==> config.mk <==
export PLATFORM = sky130hd
export DESIGN_NAME = axi_st_d256_gen1_gen2_slave_rx
export DESIGN_NICKNAME = d
export VERILOG_FILES = /design/src/rtl/axi_st_d256_gen1_gen2_slave_rx.sv
export SDC_FILE = /design/constraint.sdc
export NUM_CORES = 2
export LEC_CHECK = 0
export CAP_MARGIN = 15
export CORE_MARGIN = 4
export CORE_UTILIZATION = 45
export CTS_CLUSTER_DIAMETER = 50
export DETAILED_ROUTE_END_ITERATION = 8
export PLACE_DENSITY = 0.7
export SLEW_MARGIN = 20
export SYNTH_ARGS = -nofsm -noshare
export SYNTH_HDL_FRONTEND = slang
export SYNTH_SLANG_ARGS = --single-unit
==> constraint.sdc <==
create_clock -name clk_wr -period 47.5 [get_ports clk_wr]
set_input_delay 9.5 -clock clk_wr [delete_from_list [all_inputs] [get_ports clk_wr]]
set_output_delay 9.5 -clock clk_wr [all_outputs]
set_load 0.01 [all_outputs]
==> src/rtl/axi_st_d256_gen1_gen2_slave_rx.sv <==
// Receive-side FIFO that turns 289-bit link words into an AXI-Stream master.
// It returns one credit pulse per word handed to the user.
module axi_st_d256_gen1_gen2_slave_rx #(
    parameter int DEPTH = 8,
    parameter int WIDTH = 289
) (
    input  logic             clk_wr,
    input  logic             rst_wr,
    input  logic             rx_online,
    input  logic             rx_st_pushbit,
    input  logic [WIDTH-1:0] rx_st_data,
    output logic             user_tvalid,
    output logic [255:0]     user_tdata,
    output logic [31:0]      user_tkeep,
    output logic             user_tlast,
    input  logic             user_tready,
    output logic             tx_st_credit,
    output logic [31:0]      rx_st_debug_status
);

    localparam int PTR_W = (DEPTH > 1) ? $clog2(DEPTH) : 1;

    logic [WIDTH-1:0] mem [DEPTH];
    logic [WIDTH-1:0] head_reg;

    logic [PTR_W-1:0] wr_ptr_reg, wr_ptr_next;
    logic [PTR_W-1:0] rd_ptr_reg, rd_ptr_next;
    logic [7:0]       count_reg, count_next;
    logic             ovf_reg, ovf_next;
    logic             credit_reg, credit_next;
    logic [15:0]      credit_cnt_reg, credit_cnt_next;

    logic empty, full, push, pop;

    assign empty       = (count_reg == 8'd0);
    assign full        = (count_reg == 8'(DEPTH));
    assign user_tvalid = !empty;
    // Offline cycles flush the FIFO, so a pop there must not earn a credit.
    assign pop         = user_tvalid & user_tready & rx_online;
    assign push        = rx_online & rx_st_pushbit & (!full | pop);

    always_comb begin
        wr_ptr_next     = wr_ptr_reg;
        rd_ptr_next     = rd_ptr_reg;
        count_next      = count_reg;
        ovf_next        = ovf_reg;
        credit_next     = 1'b0;
        credit_cnt_next = credit_cnt_reg;
        if (!rx_online) begin
            wr_ptr_next = '0;
            rd_ptr_next = '0;
            count_next  = 8'd0;
        end else begin
            if (push) begin
                wr_ptr_next = wr_ptr_reg + PTR_W'(1);
            end
            if (pop) begin
                rd_ptr_next     = rd_ptr_reg + PTR_W'(1);
                credit_next     = 1'b1;
                credit_cnt_next = credit_cnt_reg + 16'd1;
            end
            count_next = count_reg + 8'(push) - 8'(pop);
            if (rx_st_pushbit && full && !pop) begin
                ovf_next = 1'b1;
            end
        end
    end

    always_ff @(posedge clk_wr) begin
        if (rst_wr) begin
            wr_ptr_reg     <= '0;
            rd_ptr_reg     <= '0;
            count_reg      <= 8'd0;
            ovf_reg        <= 1'b0;
            credit_reg     <= 1'b0;
            credit_cnt_reg <= 16'd0;
        end else begin
            wr_ptr_reg     <= wr_ptr_next;
            rd_ptr_reg     <= rd_ptr_next;
            count_reg      <= count_next;
            ovf_reg        <= ovf_next;
            credit_reg     <= credit_next;
            credit_cnt_reg <= credit_cnt_next;
        end
    end

    always_ff @(posedge clk_wr) begin
        if (push && !rst_wr) begin
            mem[wr_ptr_reg] <= rx_st_data;
        end
    end

    // Registered read of the next head; a word written into that slot this
    // cycle is forwarded so an empty FIFO still shows data one cycle later.
    always_ff @(posedge clk_wr) begin
        if (push && (wr_ptr_reg == rd_ptr_next)) begin
            head_reg <= rx_st_data;
        end else begin
            head_reg <= mem[rd_ptr_next];
        end
    end

    assign user_tkeep   = head_reg[31:0];
    assign user_tdata   = head_reg[287:32];
    assign user_tlast   = head_reg[288];
    assign tx_st_credit = credit_reg;

    assign rx_st_debug_status = {credit_cnt_reg, 5'b0, empty, full, ovf_reg, count_reg};

endmodule

==> results.yml <==
synthesis:
  ys_types: 62
  postSynthCellCount: 6609
  yosysWarnings: 0
  ys_ff_latch: 2633
  seq_area_frac_synth_pct: 73.8
  synth_top_area_share_pct: 67.6
  yosys.area.top_type: "edfxtp_1"
  synth-edff-count: 2312
  ys_top_cells_by_count: "2312 x edfxtp_1, 587 x a2111oi_0, 446 x and3_1, 432 x nand3_1, 430 x a211oi_1"
  synthTopCellsByArea: "edfxtp_1 68%, dfxtp_1 6.3%, a2111oi_0 5.0%"
  avgSynthCellArea_sq_um: 15.5
  synth_flop_cell: "edfxtp_1"
  async_reset_ff_share_pct: 0
  synth.most_common_cell: "edfxtp_1"
  synth_area_sq_um: 103000
setup_path:
  end_kind: "flop"
  critPathBufInv: 5
  crit_family: "buffers and inverters"
  cpMostUsedCell: "buf_4"
  cp-start-kind: "input pin"
  crit_required_ns: 48.27
  slowest_delay_ns: 0.82
  crit_path_cell_trace: "clkdlybuf4s50_1, and2_1, a32oi_4, buf_12, nand2_8, xnor2_1, nand4_1, buf_4, buf_4, buf_4, mux2_2"
  crit_path_max_fanout: 185
  cpMaxStageDelayCell: "buf_4"
  critPathArrivalTime_ns: 15.91
  path_class: "in2reg"
die:
  die_h_um: 486
  num_rows: 175
  die_area_sq_um: 236000
  start_util_pct: 45.2
  core-area_sq_um: 227000
  die_w_um: 486
  ios: 617
drt:
  drt_wl_total_mm: 282
  via_count: 63500
  drt_iter0_drc: 6893
  drc: 0
  routed_via_density: 6.15
  wl_per_cell_um: 27.3
  dr.pass1.iters: 6
  ant_nets: 0
sta:
  fin_crit_sh_pct: 31.9
  relSlewSlack_pct: 21.4
  rsz0062_at_grt: "no"
  finalSetupViolCount: 0
  drv_slew: 0
  finClkSkew_ns: 0.0924
  max_freq_mhz: 66.1
  worst_pin_slew_ns: 1.18
  final.setup.tns_ns: 0
  hold_viol: 0
  period_needed_ns: 15.13
outcome:
  status: "completed"
cells_and_area:
  drive_above_1_share_pct: 11.6
  nFillCells: 17900
  synthToLayoutAreaGrowth_pct: 17.8
  largest_reg_flops: 2312
  instances_no_fill: 10300
  fin_area_sq_um: 121000
  fin_nets: 7345
clock_network:
  cts_max_path_buffers: 4
  hold_buffers: 0
  htree_levels: 5
  cts_buffers: 303
  clk_pin_slew_ns: 0.06
  cts_repair_resize_count: 0
  ctsRootBufferMaster: "clkbuf_16"
  clock_latency_ns: 0.96
  cts_setup_buffers: 0
  cts_sinks: 2633
  cts_tree: "done"
placed_design:
  dpl_cell_area_sq_um: 111000
  dp_hpwl_mm: 141
  post-place-cells: 9738
  gp_congestion: 0.797
  portBuffers: 611
hold_path:
  hold_path.class: "reg2reg"
power_and_ir_drop:
  irDropWorstVdd_v: 0.0000457
  total_power_mw: 6.08
  p_leak_nw: 39.7
  power_density_nw_per_um2: 50.2
grt:
  grt_max_degree: 207
  antenna_found_initial: 76
  globalRouteTotalUtil_pct: 23.0
  grt-ovfl-total: 0
  first_global_vias: 63100
  grt_pass1_wl_mm: 414
run:
  maxCapViolCount: 0
[final cells by class]
class                      count  area [sq um]  share of cell area [%]
clock buffer                 405          8420                    6.96
clock inverter               126          1230                    1.02
antenna                       55           138                   0.114
timing repair buffer         724          7200                    5.95
inverter                     159           604                   0.499
multi-input combinational   3215         23800                    19.7
sequential                  2633         75900                    62.7
tap                         3009          3760                    3.11
[worst register-to-register path, cell delays in order, from the launching register on]
cell and delay, ns:
dfxtp_1 0.85, ha_1 0.49, a32oi_4 0.27, buf_12 0.68
nand2_8 0.62, xnor2_1 0.32, nand4_1 0.26, buf_4 0.82
buf_4 0.92, buf_4 0.85, mux2_2 0.49
[where the power goes]
part	internal (mW)	switching (mW)
registers	2.65	0.0832
logic	0.468	0.633
clock network	1.35	0.903
total	4.46	1.62
[kinds of logic (layout without fill, tap and decap cells)]
family                     after synthesis  count (layout)  share of synthesized area (%)
AOI/OAI and AO/OA                     1624            1624                           11.3
muxes                                  580             580                           6.00
other                                    1              60                        0.00365
buffers and inverters                  765            1414                           3.23
and+or+nand+nor                        967             967                           5.27
xor gates and xnor gates                24              24                          0.212
adders and majority gates               15              15                          0.190
DFF                                   2633            2633                           73.8
[cell usage in the layout (no fill, tap or decap), drive strengths merged, types with 291 or more instances in the layout]
cell type,Yosys,layout
and3,446,446
nand3,432,432
a2111oi,588,588
edfxtp,2312,2312
a211oi,430,430
o21ai,426,426
dfxtp,321,321
clkbuf,385,405
clkdlybuf4s50,0,611
mux2i,291,291
[through the flow]
stage	worst slack (ns)	utilization (%)	hold WS [ns]
floorplan	8.88	-	0.442
global placement	31.30	48.9	0.460
detailed placement	31.15	48.9	0.478
CTS	32.15	53.2	0.493
global route	32.19	53.2	0.530
finish	32.37	53.2	0.485
[per-layer routing]
metal / GRT usage [%] / part of all wire (%) / vias to the layer above
li1: - / - / 27500
met1: 30.9 / 40 / 32200
met2: 36.7 / 47 / 3162
met3: 6.34 / 11 / 546
met4: 6.83 / 2.4 / 52
met5: 0 / 0.12 / -
[final timing paths]
check,end,slack [ns],cells after the start,from
setup / recovery,head_reg[268],32.37,11,rx_online
hold / removal,ovf_reg,0.48,2,ovf_reg
hold reg to reg,ovf_reg,0.48,2,ovf_reg
setup reg to reg,head_reg[268],40.81,10,rd_ptr_reg[0]
Note: power is estimated with default switching activity, not from simulation.
